**src/rtl/fetch_request_unit.sv**
```systemverilog
// Program counter owner and instruction/data request sequencer for the single-cycle MIPS core.
// Each instruction is a FETCH phase plus an optional DATA phase; commit gates register-file writes.
module fetch_request_unit #(
    parameter logic [31:0] PC_INIT = 32'h0000_0000
) (
    input  logic        CLK,
    input  logic        nRST,
    input  logic        ihit,
    input  logic        dhit,
    input  logic [31:0] imemload,
    input  logic [2:0]  pc_select,
    input  logic [31:0] immediate,
    input  logic [31:0] jump_data,
    input  logic        cu_dREN,
    input  logic        cu_dWEN,
    input  logic        cpu_halt,
    output logic [31:0] instr,
    output logic        imemREN,
    output logic [31:0] imemaddr,
    output logic        dmemREN,
    output logic        dmemWEN,
    output logic [31:0] pc_plus4,
    output logic        commit,
    output logic        halt,
    output logic [1:0]  fsm_state
);

    // pc_select encoding shared with the control unit
    localparam logic [2:0] SEL_NEXT         = 3'd0;
    localparam logic [2:0] SEL_BRANCH       = 3'd1;
    localparam logic [2:0] SEL_JUMP         = 3'd2;
    localparam logic [2:0] SEL_JUMPREGISTER = 3'd3;
    localparam logic [2:0] SEL_PC_HALT      = 3'd4;

    typedef enum logic [1:0] {
        FETCH  = 2'd0,
        DATA   = 2'd1,
        HALTED = 2'd2
    } state_t;

    state_t      state, state_n;
    logic [31:0] pc, pc_n;
    logic [31:0] instr_q, instr_n;
    logic        halt_q, halt_n;
    logic [31:0] next_pc;

    assign pc_plus4  = pc + 32'd4;
    assign imemaddr  = pc;
    assign halt      = halt_q;
    assign fsm_state = state;

    always_comb begin
        next_pc = pc_plus4;
        case (pc_select)
            SEL_NEXT:         next_pc = pc_plus4;
            SEL_BRANCH:       next_pc = pc_plus4 + (immediate << 2);
            SEL_JUMP:         next_pc = {pc_plus4[31:28], jump_data[25:0], 2'b00};
            SEL_JUMPREGISTER: next_pc = jump_data;
            SEL_PC_HALT:      next_pc = pc;
            default:          next_pc = pc_plus4;
        endcase
    end

    // Mealy outputs: commit and requests react to ihit/dhit in the same cycle,
    // so consecutive instructions issue without a bubble.
    always_comb begin
        state_n = state;
        pc_n    = pc;
        instr_n = instr_q;
        halt_n  = halt_q;
        imemREN = 1'b0;
        dmemREN = 1'b0;
        dmemWEN = 1'b0;
        commit  = 1'b0;
        instr   = instr_q;
        case (state)
            FETCH: begin
                imemREN = 1'b1;
                instr   = imemload;
                if (ihit) begin
                    if (cpu_halt) begin
                        state_n = HALTED;
                        halt_n  = 1'b1;
                    end else if (cu_dREN || cu_dWEN) begin
                        state_n = DATA;
                        instr_n = imemload;
                    end else begin
                        commit = 1'b1;
                        pc_n   = next_pc;
                    end
                end
            end
            DATA: begin
                // instr_q keeps the control-unit outputs valid until dhit
                dmemREN = cu_dREN;
                dmemWEN = cu_dWEN;
                if (dhit) begin
                    commit  = 1'b1;
                    pc_n    = next_pc;
                    state_n = FETCH;
                end
            end
            HALTED: begin
            end
            default: state_n = FETCH;
        endcase
    end

    always_ff @(posedge CLK or negedge nRST) begin
        if (!nRST) begin
            state   <= FETCH;
            pc      <= PC_INIT;
            instr_q <= 32'h0;
            halt_q  <= 1'b0;
        end else begin
            state   <= state_n;
            pc      <= pc_n;
            instr_q <= instr_n;
            halt_q  <= halt_n;
        end
    end

endmodule

```
**config.mk**
```make
export PLATFORM = sky130hd
export DESIGN_NAME = fetch_request_unit
export DESIGN_NICKNAME = d
export VERILOG_FILES = /design/src/rtl/fetch_request_unit.sv
export SDC_FILE = /design/constraint.sdc
export NUM_CORES = 1
export LEC_CHECK = 0
export CORE_ASPECT_RATIO = 0.75
export CORE_MARGIN = 3
export CORE_UTILIZATION = 45
export DETAILED_ROUTE_END_ITERATION = 10
export DONT_BUFFER_PORTS = 1
export SYNTH_ARGS = -nofsm -noshare
export SYNTH_HDL_FRONTEND = slang
export SYNTH_SLANG_ARGS = --single-unit
```
**constraint.sdc**
```tcl
create_clock -name CLK -period 3.6 [get_ports CLK]
set_input_delay 0.9 -clock CLK [delete_from_list [all_inputs] [get_ports CLK]]
set_output_delay 0.9 -clock CLK [all_outputs]
set_load 0.01 [all_outputs]
```
==> results of run 1 <==
## layer usage
| metal | part of all wire | wire [um] | GRT usage | vias to the layer above |
|---|---|---|---|---|
| met5 | 0 | 0 | 0 | - |
| met4 | 0.018 | 372 | 0.04633 | 0 |
| met3 | 0.12 | 2369 | 0.07734 | 39 |
| met2 | 0.45 | 9339 | 0.4059 | 321 |
| met1 | 0.41 | 8514 | 0.3580 | 2840 |
| li1 | - | - | - | 2743 |
## layout by cell type (no fill, tap or decap), drive strengths merged, types with 3 or more instances in the layout
cell	n
a21o	7
and3	10
a221oi	6
clkinv	3
o221ai	3
o22ai	13
and4	6
or3	5
o211ai	4
or2	4
nor2b	4
dfrtp	67
nand3	25
ha	34
clkinvlp	3
a22oi	4
and2	3
o21ai	53
nand4	8
nor2	55
a2111oi	3
nand2	86
xnor2	30
xor2	20
mux2	65
nor4	4
o21a	4
nand2b	9
inv	19
a31oi	9
or4	3
nor3	7
clkbuf	9
buf	101
mux2i	14
a21oi	57
a211oi	7
## cells by family (layout without fill, tap and decap cells)
| group | count (synthesis) | after routing | share of synthesized area |
|---|---|---|---|
| fa+ha+maj | 35 | 35 | 0.07392 |
| simple gates | 233 | 233 | 0.1852 |
| mux | 79 | 79 | 0.1447 |
| compound gates | 193 | 193 | 0.2070 |
| flops | 67 | 67 | 0.2782 |
| buf+inv | 54 | 135 | 0.03696 |
| xor+xnor | 50 | 50 | 0.07392 |
## registers in the layout, summed over array words and instances (netlist names)
register   cells
fsm_state      2
halt           1
instr_q       32
imemaddr      32
## cell type report
type / count / area share
clock buffer: 9 / 0.03033
clock inverter: 7 / 0.007246
inverter: 18 / 0.009100
multi-input combinational: 590 / 0.5972
sequential: 67 / 0.2260
tap: 166 / 0.02797
timing repair buffer: 101 / 0.1021
## per-stage QoR
step | utilization | hold WS (ns)
final | 0.5846 | 0.2671
after global routing | 0.5846 | 0.2543
after CTS | 0.5632 | 0.2575
after detailed placement | 0.5384 | 0.4897
after global placement | 0.5384 | 0.4833
after floorplan | - | 0.4754
## power by group through the flow
stage | logic, mW | registers (mW) | clock network (mW)
floorplan | 2.31 | 1.42 | 0
global placement | 3.45 | 1.37 | 0
detailed placement | 3.49 | 1.40 | 0
CTS | 3.54 | 1.39 | 0.833
global route | 4.14 | 1.45 | 0.869
finish | 3.81 | 1.40 | 0.821
## worst min path at each step
stage	start	cells past startpoint	end	slack (ns)
after detailed placement	instr_q[3]	1	instr_q[3]	0.49
after global placement	instr_q[29]	1	instr_q[29]	0.48
after floorplan	instr_q[11]	1	instr_q[11]	0.48
after global routing	nRST	0	imemaddr[8]	0.25
after CTS	nRST	0	imemaddr[13]	0.26
final	nRST	0	instr_q[23]	0.27
## repair_timing
item,CTS,global route
endpoints found under the setup margin,2,16
pin swaps,5,26
buffers inserted,1,5
gates resized for setup,5,41
==> flow_summary_export.csv, run 1 <==
group,metric,value,unit
logic_synthesis,yosysMostFrequentCell,"nand2_1",
setup_path,r2r-start,"imemaddr[3]",
routing,dr.pass1.iters,5,
logic_synthesis,yosysTopAreaCell,"dfrtp_1",
status,status,"completed",
setup_path,crit_required,3.80,ns
logic_synthesis,synthCells,711,
global_route,grt_util_all_layers,0.2584,
clocking,htreeDepth,3,
power,p_sw,2.738,mW
placed_design,gp_congestion,0.9567,
timing,finalHoldViolations,0,
floorplanning,start_util,0.4745,
layout,area_growth,23.21,%
min_path,hold_class,"primary input to async pin",
timing,rsz0062_at_grt,"yes",
floorplanning,top_level_ports,209,
setup_path,path_depth,14,
floorplanning,die_y,106.2,um
timing,fin_crit_sh,0.9817,
layout,stdcell_count,958,
clocking,clk_pin_slew_worst_paths,0.06,ns
setup_path,path_buf_inv,0,
floorplanning,die_x,139.6,um
power,vdd_drop_max,0.0003910,V
placed_design,dp_cells,936,
timing,setup_ws,0.06583,ns
setup_path,crit_path_end,"imemaddr[28]",
clocking,clock_latency,0.33,ns
layout,multi_input_area,4434,um^2
timing,layout_min_cycle_time,3.534,ns
timing,drv_slew,0,
placed_design,hpwl,15830,um
timing,fmax,283.0,MHz
routing,drc,0,
global_route,grt_max_degree,68,
setup_path,critPathMaxStageDelay,0.44,ns
power,power_frac_seq,0.233,
setup_path,r2r_end,"imemaddr[28]",
logic_synthesis,syn-num-nets,852,
clocking,clockBufferDepth,2,
setup_path,reg2reg_depth,14,
power,swShare,0.4534,
clocking,cts.sinks,67,
routing,drt-total-wl,20600,um
logic_synthesis,syn_avg_cell_area,8.475,um^2
layout,finalInstanceArea,7425,um^2
logic_synthesis,synth-seq-cells,67,
global_route,antenna_found_initial,0,
setup_path,critPathLaunchType,"flop",
placed_design,io_buffers,0,
setup_path,cpMostUsedCell,"a21oi_2",
routing,routed_via_density,6.204,
global_route,grt-ovfl-total,0,
setup_path,cp_max_fo,4,
clocking,cts-root-buf,"clkbuf_16",
clocking,hold_buffers,0,
setup_path,critPathKind,"flop to flop",
layout,antenna_cells,0,
routing,drt-initial-drc-count,452,
placed_design,placed_area,6838,um^2
power,combPwrFrac,0.631,
power,cellInternalPower,3.302,mW
setup_path,critical-path-slowest-cell,"dfrtp_1",
power,p_leak,3.187,nW
global_route,grt_pass1_vias,5795,
logic_synthesis,synth.distinct_cells,72,
timing,setup_viol,0,
floorplanning,dieArea,14830,um^2
layout,nNetsFinal,928,
timing,tns,0,ns
timing,fin_skew,0.004461,ns
setup_path,crit_path_cell_trace,"and4_4 -> and3b_2 -> and3_1 -> xor2_1 -> ha_1 -> a21oi_2 -> o21ai_2 -> a221o_1 -> or3_4 -> o21a_4 -> a21oi_2 -> o21ai_1 -> xnor2_1 -> o22ai_1",
setup_path,reg2reg_setup_slack,0.07,ns
logic_synthesis,synth_edf_count,0,
routing,drtAntennaViolNets,0,
flow_run,cap_violations,0,
logic_synthesis,synth_area,6026,um^2
logic_synthesis,synth_area_leaders,"dfrtp_1, mux2_2, ha_1",
layout,fillCellCount,1177,
global_route,grt_pass1_wl,31050,um
placed_design,preCtsSetupSlack,-0.001844,ns
routing,vias,5943,
clocking,numCtsBuffers,9,
logic_synthesis,synth_top_flop_cell,"dfrtp_1",
timing,max_slew.worst_pin.slew,0.9238,ns
setup_path,path_delay_family,"compound AO/OA/AOI/OAI gates",
logic_synthesis,yosysWarnings,0,
floorplanning,fp-row-count,35,
routing,post_drt_wl_per_cell,21.50,um
logic_synthesis,synth_commonest_cells,"nand2_1, dfrtp_1, mux2_2, nor2_1, a21oi_1",
setup_path,crit_path_end_kind,"flop",
power,total_power,6.040,mW
setup_path,worst_ep_arrival_time,3.74,ns
logic_synthesis,yosysSeqAreaShare,0.2782,
setup_path,startpoint,"imemaddr[3]",
clocking,cts_tree,"yes",
logic_synthesis,async_flop_share,1.000,
power,powerDensity,813.5,nW/um^2
floorplanning,fp.coreArea,12700,um^2
power,p_clk_frac,0.136,
layout,drive_above_1_share,0.3258,
logic_synthesis,yosysTopAreaCellShare,0.2782,
layout,regArea,1678,um^2
timing,relSlewSlack,0.3827,
(Power assumes the default switching activity.)
==> run 2: changes to the inputs <==
--- a/config.mk
+++ b/config.mk
@@ -11,4 +11,5 @@
 export DETAILED_ROUTE_END_ITERATION = 10
 export DONT_BUFFER_PORTS = 1
+export SETUP_SLACK_MARGIN = 0.4
 export SYNTH_ARGS = -nofsm -noshare
 export SYNTH_HDL_FRONTEND = slang
==> constraint.sdc (replaced) <==
create_clock -name CLK -period 3.6 [get_ports CLK]
set_input_delay 0.9 -clock CLK [delete_from_list [all_inputs] [get_ports CLK]]
set_output_delay 0.9 -clock CLK [all_outputs]
set_load 0.1 [all_outputs]
==> run 2 against run 1 <==
Against the previous run: core utilization rose by 13 points; global-route usage rose by 3.7 points; via count rose by 4.3%; hold slack got worse by 0.021 ns; fmax fell by 1.5%; sequential share of layout area fell by 3.3 points; final cell count rose by 5.1%; die area did not move; non-clock buffer count rose by 49; sequential cell count did not move; clock skew rose by 0.0050 ns; highest routed layer unchanged.
==> flow_summary_export.csv, run 2 (synthesized netlist as in run 1, its figures left out) <==
group,metric,value,unit
routing,post_drt_wl_per_cell,22.69,um
routing,drt-total-wl,22850,um
layout,drive_above_1_share,0.4816,
global_route,grt_max_degree,68,
placed_design,hpwl,16880,um
layout,antenna_cells,0,
floorplanning,fp-row-count,35,
routing,drtAntennaViolNets,0,
clocking,htreeDepth,3,
global_route,antenna_found_initial,0,
clocking,clk_pin_slew_worst_paths,0.07,ns
setup_path,critPathMaxStageDelay,0.45,ns
routing,dr.pass1.iters,5,
setup_path,cpMostUsedCell,"a21oi_2",
timing,rsz0062_at_grt,"yes",
layout,nNetsFinal,977,
clocking,clock_latency,0.34,ns
timing,max_slew.worst_pin.slew,0.9632,ns
min_path,hold_class,"primary input to async pin",
layout,final_common_cell,"buf_4",
routing,vias,6200,
clocking,hold_buffers,0,
placed_design,placed_area,7839,um^2
timing,tns,0,ns
status,status,"completed",
flow_run,cap_violations,0,
setup_path,crit_required,3.81,ns
clocking,numCtsBuffers,9,
timing,drv_slew,0,
routing,drt-initial-drc-count,552,
global_route,grt-ovfl-total,0,
layout,area_growth,50.58,%
timing,relSlewSlack,0.3579,
clocking,cts_tree,"yes",
layout,finalInstanceArea,9074,um^2
global_route,grt_pass1_vias,6130,
routing,routed_via_density,6.157,
floorplanning,die_x,139.6,um
setup_path,cp_max_fo,4,
setup_path,critPathKind,"flop to flop",
timing,fmax,278.7,MHz
setup_path,critPathLaunchType,"flop",
global_route,grt_util_all_layers,0.2952,
floorplanning,top_level_ports,209,
setup_path,worst_ep_arrival_time,3.80,ns
setup_path,crit_path_cell_trace,"and4_4 -> and3b_2 -> and3_4 -> xor2_4 -> ha_4 -> a21oi_2 -> o21ai_1 -> a221o_1 -> or3_4 -> o21a_1 -> a21oi_2 -> o21ai_2 -> xnor2_2 -> o22ai_1",
timing,fin_crit_sh,0.9967,
timing,layout_min_cycle_time,3.588,ns
placed_design,preCtsSetupSlack,-0.1824,ns
setup_path,crit_path_end_kind,"flop",
clocking,clockBufferDepth,2,
floorplanning,fp.coreArea,12700,um^2
layout,final_cell_mix,"buf_4, nand2_1, mux2_2",
clocking,cts.sinks,67,
floorplanning,die_y,106.2,um
placed_design,io_buffers,0,
setup_path,critical-path-slowest-cell,"dfrtp_4",
timing,setup_ws,0.01182,ns
floorplanning,start_util,0.4745,
global_route,grt_pass1_wl,34860,um
timing,fin_skew,0.009428,ns
setup_path,path_delay_family,"compound AO/OA/AOI/OAI gates",
timing,setup_viol,0,
placed_design,gp_congestion,0.9368,
setup_path,path_buf_inv,0,
routing,drc,0,
floorplanning,dieArea,14830,um^2
clocking,cts-root-buf,"clkbuf_16",
timing,finalHoldViolations,0,
[run 2: cell types whose count changed in the layout (fill, tap and decap cells not counted), moves of 14 or more]
cell	previous run	this run
dfrtp_1	66	37
buf_6	0	20
ha_1	32	14
dfrtp_4	0	16
ha_4	2	18
xnor2_4	1	17
xnor2_1	22	8
[run 2: worst reg2reg max path: stages, from the launching register on]
cell and delay (ns):
dfrtp_4 0.45, and4_4 0.25, and3b_2 0.26, and3_4 0.23, xor2_4 0.21, ha_4 0.23, a21oi_2 0.16, o21ai_1 0.12
a221o_1 0.38, or3_4 0.34, o21a_1 0.23, a21oi_2 0.19, o21ai_2 0.09, xnor2_2 0.20, o22ai_1 0.12
[run 2: path summary, 6_finish.rpt]
check,start,slack (ns),endpoint,cells past startpoint
max,imemaddr[2],0.01,imemaddr[28],14
min,nRST,0.25,imemaddr[10],0
max reg2reg,imemaddr[2],0.01,imemaddr[28],14
min in group CLK,instr_q[6],0.50,instr_q[6],1
max in group asynchronous,nRST,3.20,imemaddr[25],0
min reg2reg,instr_q[6],0.50,instr_q[6],1
[run 2: final cells by class]
class / count / area (um^2)
flip-flops and latches: 67 / 1754
fillers: 946 / 3626
clock buffers: 9 / 225.2
repair buffers: 150 / 1389
inverters: 18 / 67.56
clock inverters: 7 / 100.1
multi-input cells: 590 / 5330
well taps: 166 / 207.7
[run 2: through the flow]
step	hold slack, ns	cells	utilization
2_1_floorplan	0.4754	711	-
3_3_place_gp	0.4821	956	0.6172
3_5_place_dp	0.4901	956	0.6172
4_1_cts	0.2445	985	0.6725
5_1_grt	0.2361	1007	0.7145
6_report	0.2457	1007	0.7145
[run 2: timing repair]
item	in CTS	in global routing
pin swaps	31	51
gates resized for setup	62	73
gates cloned	0	0
buffers inserted	13	22
endpoints found under the hold margin	0	0
setup endpoints to repair	28	29
[run 2: metal layers]
| metal | wire length, um | vias to the layer above | global-route usage | share of wire |
|---|---|---|---|---|
| li1 | - | 2855 | - | - |
| met1 | 9635 | 3008 | 0.4131 | 0.42 |
| met2 | 10520 | 307 | 0.4669 | 0.46 |
| met3 | 2356 | 30 | 0.07329 | 0.10 |
| met4 | 331 | 0 | 0.06086 | 0.014 |
| met5 | 0 | - | 0 | 0 |
Power of run 2 is left out: the tool's default activity adds up to more than one toggle a clock period on the data nets, which glitch-free logic cannot reach.
==> run 3: changes to the inputs <==
CORE_ASPECT_RATIO = not set   (was 0.75)
==> run 3 against run 2 <==
Against the previous run: the flow now finishes with violations (negative setup slack); non-clock buffer count rose by 1; register-to-register slack got worse by 0.04 ns; clock-buffer cell count stayed put.
==> flow_summary_export.csv, run 3 (synthesized netlist as in run 1, its figures left out) <==
group,metric,value,unit
status,status,"finished with violations",
status,violations,"negative setup slack",
setup_path,path_buf_inv,2,
timing,setup_viol,1,
routing,dr.pass1.iters,6,
layout,antenna_cells,0,
clocking,htreeDepth,3,
layout,area_growth,50.29,%
setup_path,crit_required,3.81,ns
global_route,grt_max_degree,68,
min_path,hold_class,"primary input to async pin",
global_route,grt_util_all_layers,0.2863,
routing,drtAntennaViolNets,0,
timing,drv_slew,0,
routing,vias,6205,
floorplanning,top_level_ports,209,
setup_path,worst_ep_arrival_time,3.84,ns
routing,drt-initial-drc-count,380,
placed_design,preCtsSetupSlack,-0.07050,ns
flow_run,cap_violations,0,
floorplanning,die_x,121.7,um
setup_path,critPathKind,"flop to flop",
layout,finalInstanceArea,9056,um^2
global_route,grt_pass1_vias,6236,
floorplanning,fp-row-count,41,
placed_design,gp_congestion,0.9741,
timing,whs,0.2525,ns
timing,fmax,275.6,MHz
setup_path,crit_path_end_kind,"flop",
clocking,numCtsBuffers,9,
routing,drt-total-wl,22000,um
floorplanning,dieArea,14810,um^2
timing,max_slew.worst_pin.slew,0.9684,ns
placed_design,hpwl,16380,um
clocking,clock_latency,0.34,ns
timing,fin_crit_sh,1.008,
clocking,clockBufferDepth,2,
global_route,antenna_found_initial,0,
global_route,grt_pass1_wl,33250,um
setup_path,path_delay_family,"simple AND/OR/NAND/NOR gates",
timing,fin_skew,0.007406,ns
floorplanning,fp.coreArea,12880,um^2
layout,drive_above_1_share,0.4857,
routing,post_drt_wl_per_cell,21.70,um
layout,final_common_cell,"buf_4",
global_route,grt-ovfl-total,0,
timing,tns,-0.02842,ns
clocking,hold_buffers,0,
placed_design,placed_area,7831,um^2
clocking,cts-root-buf,"clkbuf_16",
layout,final_cell_mix,"buf_4, nand2_1, mux2_2",
timing,setup_ws,-0.02842,ns
clocking,cts_tree,"yes",
routing,routed_via_density,6.119,
setup_path,critPathMaxStageDelay,0.50,ns
clocking,clk_pin_slew_worst_paths,0.06,ns
floorplanning,die_y,121.7,um
routing,drc,0,
timing,finalHoldViolations,0,
timing,relSlewSlack,0.3544,
clocking,cts.sinks,67,
layout,nNetsFinal,978,
setup_path,critPathLaunchType,"flop",
setup_path,critical-path-slowest-cell,"dfrtp_4",
timing,layout_min_cycle_time,3.628,ns
placed_design,io_buffers,0,
setup_path,cpMostUsedCell,"and4_4",
timing,rsz0062_at_grt,"yes",
setup_path,cp_max_fo,4,
setup_path,crit_path_cell_trace,"and4_4 -> and3b_2 -> and4_4 -> buf_12 -> xnor2_4 -> buf_4 -> ha_1 -> and3_1 -> nand2_1 -> a2111oi_4 -> a21oi_4 -> o211ai_1 -> a31oi_1 -> xor2_1 -> o21ai_1",
layout,fillCellCount,997,
floorplanning,start_util,0.4680,
[run 3: changes by cell type in the layout (fill, tap and decap cells not counted), moves of 2 or more]
| cell | previous run | this run |
|---|---|---|
| buf_8 | 5 | 2 |
| ha_1 | 14 | 16 |
| o21ai_1 | 15 | 13 |
| nor2_2 | 7 | 5 |
| nand2_2 | 4 | 2 |
| buf_4 | 113 | 117 |
| ha_4 | 18 | 15 |
| o31ai_2 | 0 | 2 |
[run 3: cell type report]
cell class,instances,area [um^2],area share
inverters,18,67.56,0.007461
multi-input cells,590,5336,0.5893
clock buffers,9,225.2,0.02487
well taps,172,215.2,0.02376
repair buffers,151,1374,0.1517
clock inverters,7,83.83,0.009257
flip-flops and latches,67,1754,0.1937
[run 3: repair_timing]
item / in CTS / in global routing
endpoints found under the setup margin: 29 / 31
gates resized for setup: 76 / 55
pin swaps: 59 / 52
buffers inserted: 25 / 13
[run 3: stage by stage]
stage,std cells,utilization
final,1014,0.7033
after global routing,1014,0.7033
after CTS,1001,0.6754
after detailed placement,960,0.6082
after global placement,960,0.6082
after floorplan,711,-
[run 3: layer usage]
layer  track usage  vias to the layer above  share of wire
met5             0                        -              0
met1        0.3561                     3019           0.40
li1              -                     2860              -
met3       0.08403                       37          0.089
met2        0.4877                      289           0.49
met4       0.07423                        0          0.021
[run 3: worst register-to-register path: stages (launching register included)]
cell and delay [ns]:
dfrtp_4 0.50, and4_4 0.21, and3b_2 0.26, and4_4 0.24
buf_12 0.13, xnor2_4 0.12, buf_4 0.14, ha_1 0.35
and3_1 0.23, nand2_1 0.11, a2111oi_4 0.26, a21oi_4 0.09
o211ai_1 0.29, a31oi_1 0.16, xor2_1 0.28, o21ai_1 0.13
[run 3: path summary, 6_finish.rpt]
check,from,to,slack (ns),depth (start not counted)
setup / recovery,imemaddr[3],imemaddr[29],-0.03,15
hold / removal,nRST,imemaddr[13],0.25,0
setup reg to reg,imemaddr[3],imemaddr[29],-0.03,15
hold reg to reg,instr_q[29],instr_q[29],0.50,1
max in group asynchronous,nRST,imemaddr[28],3.23,0
min in group CLK,instr_q[29],instr_q[29],0.50,1
Power of run 3 is left out for the same reason.
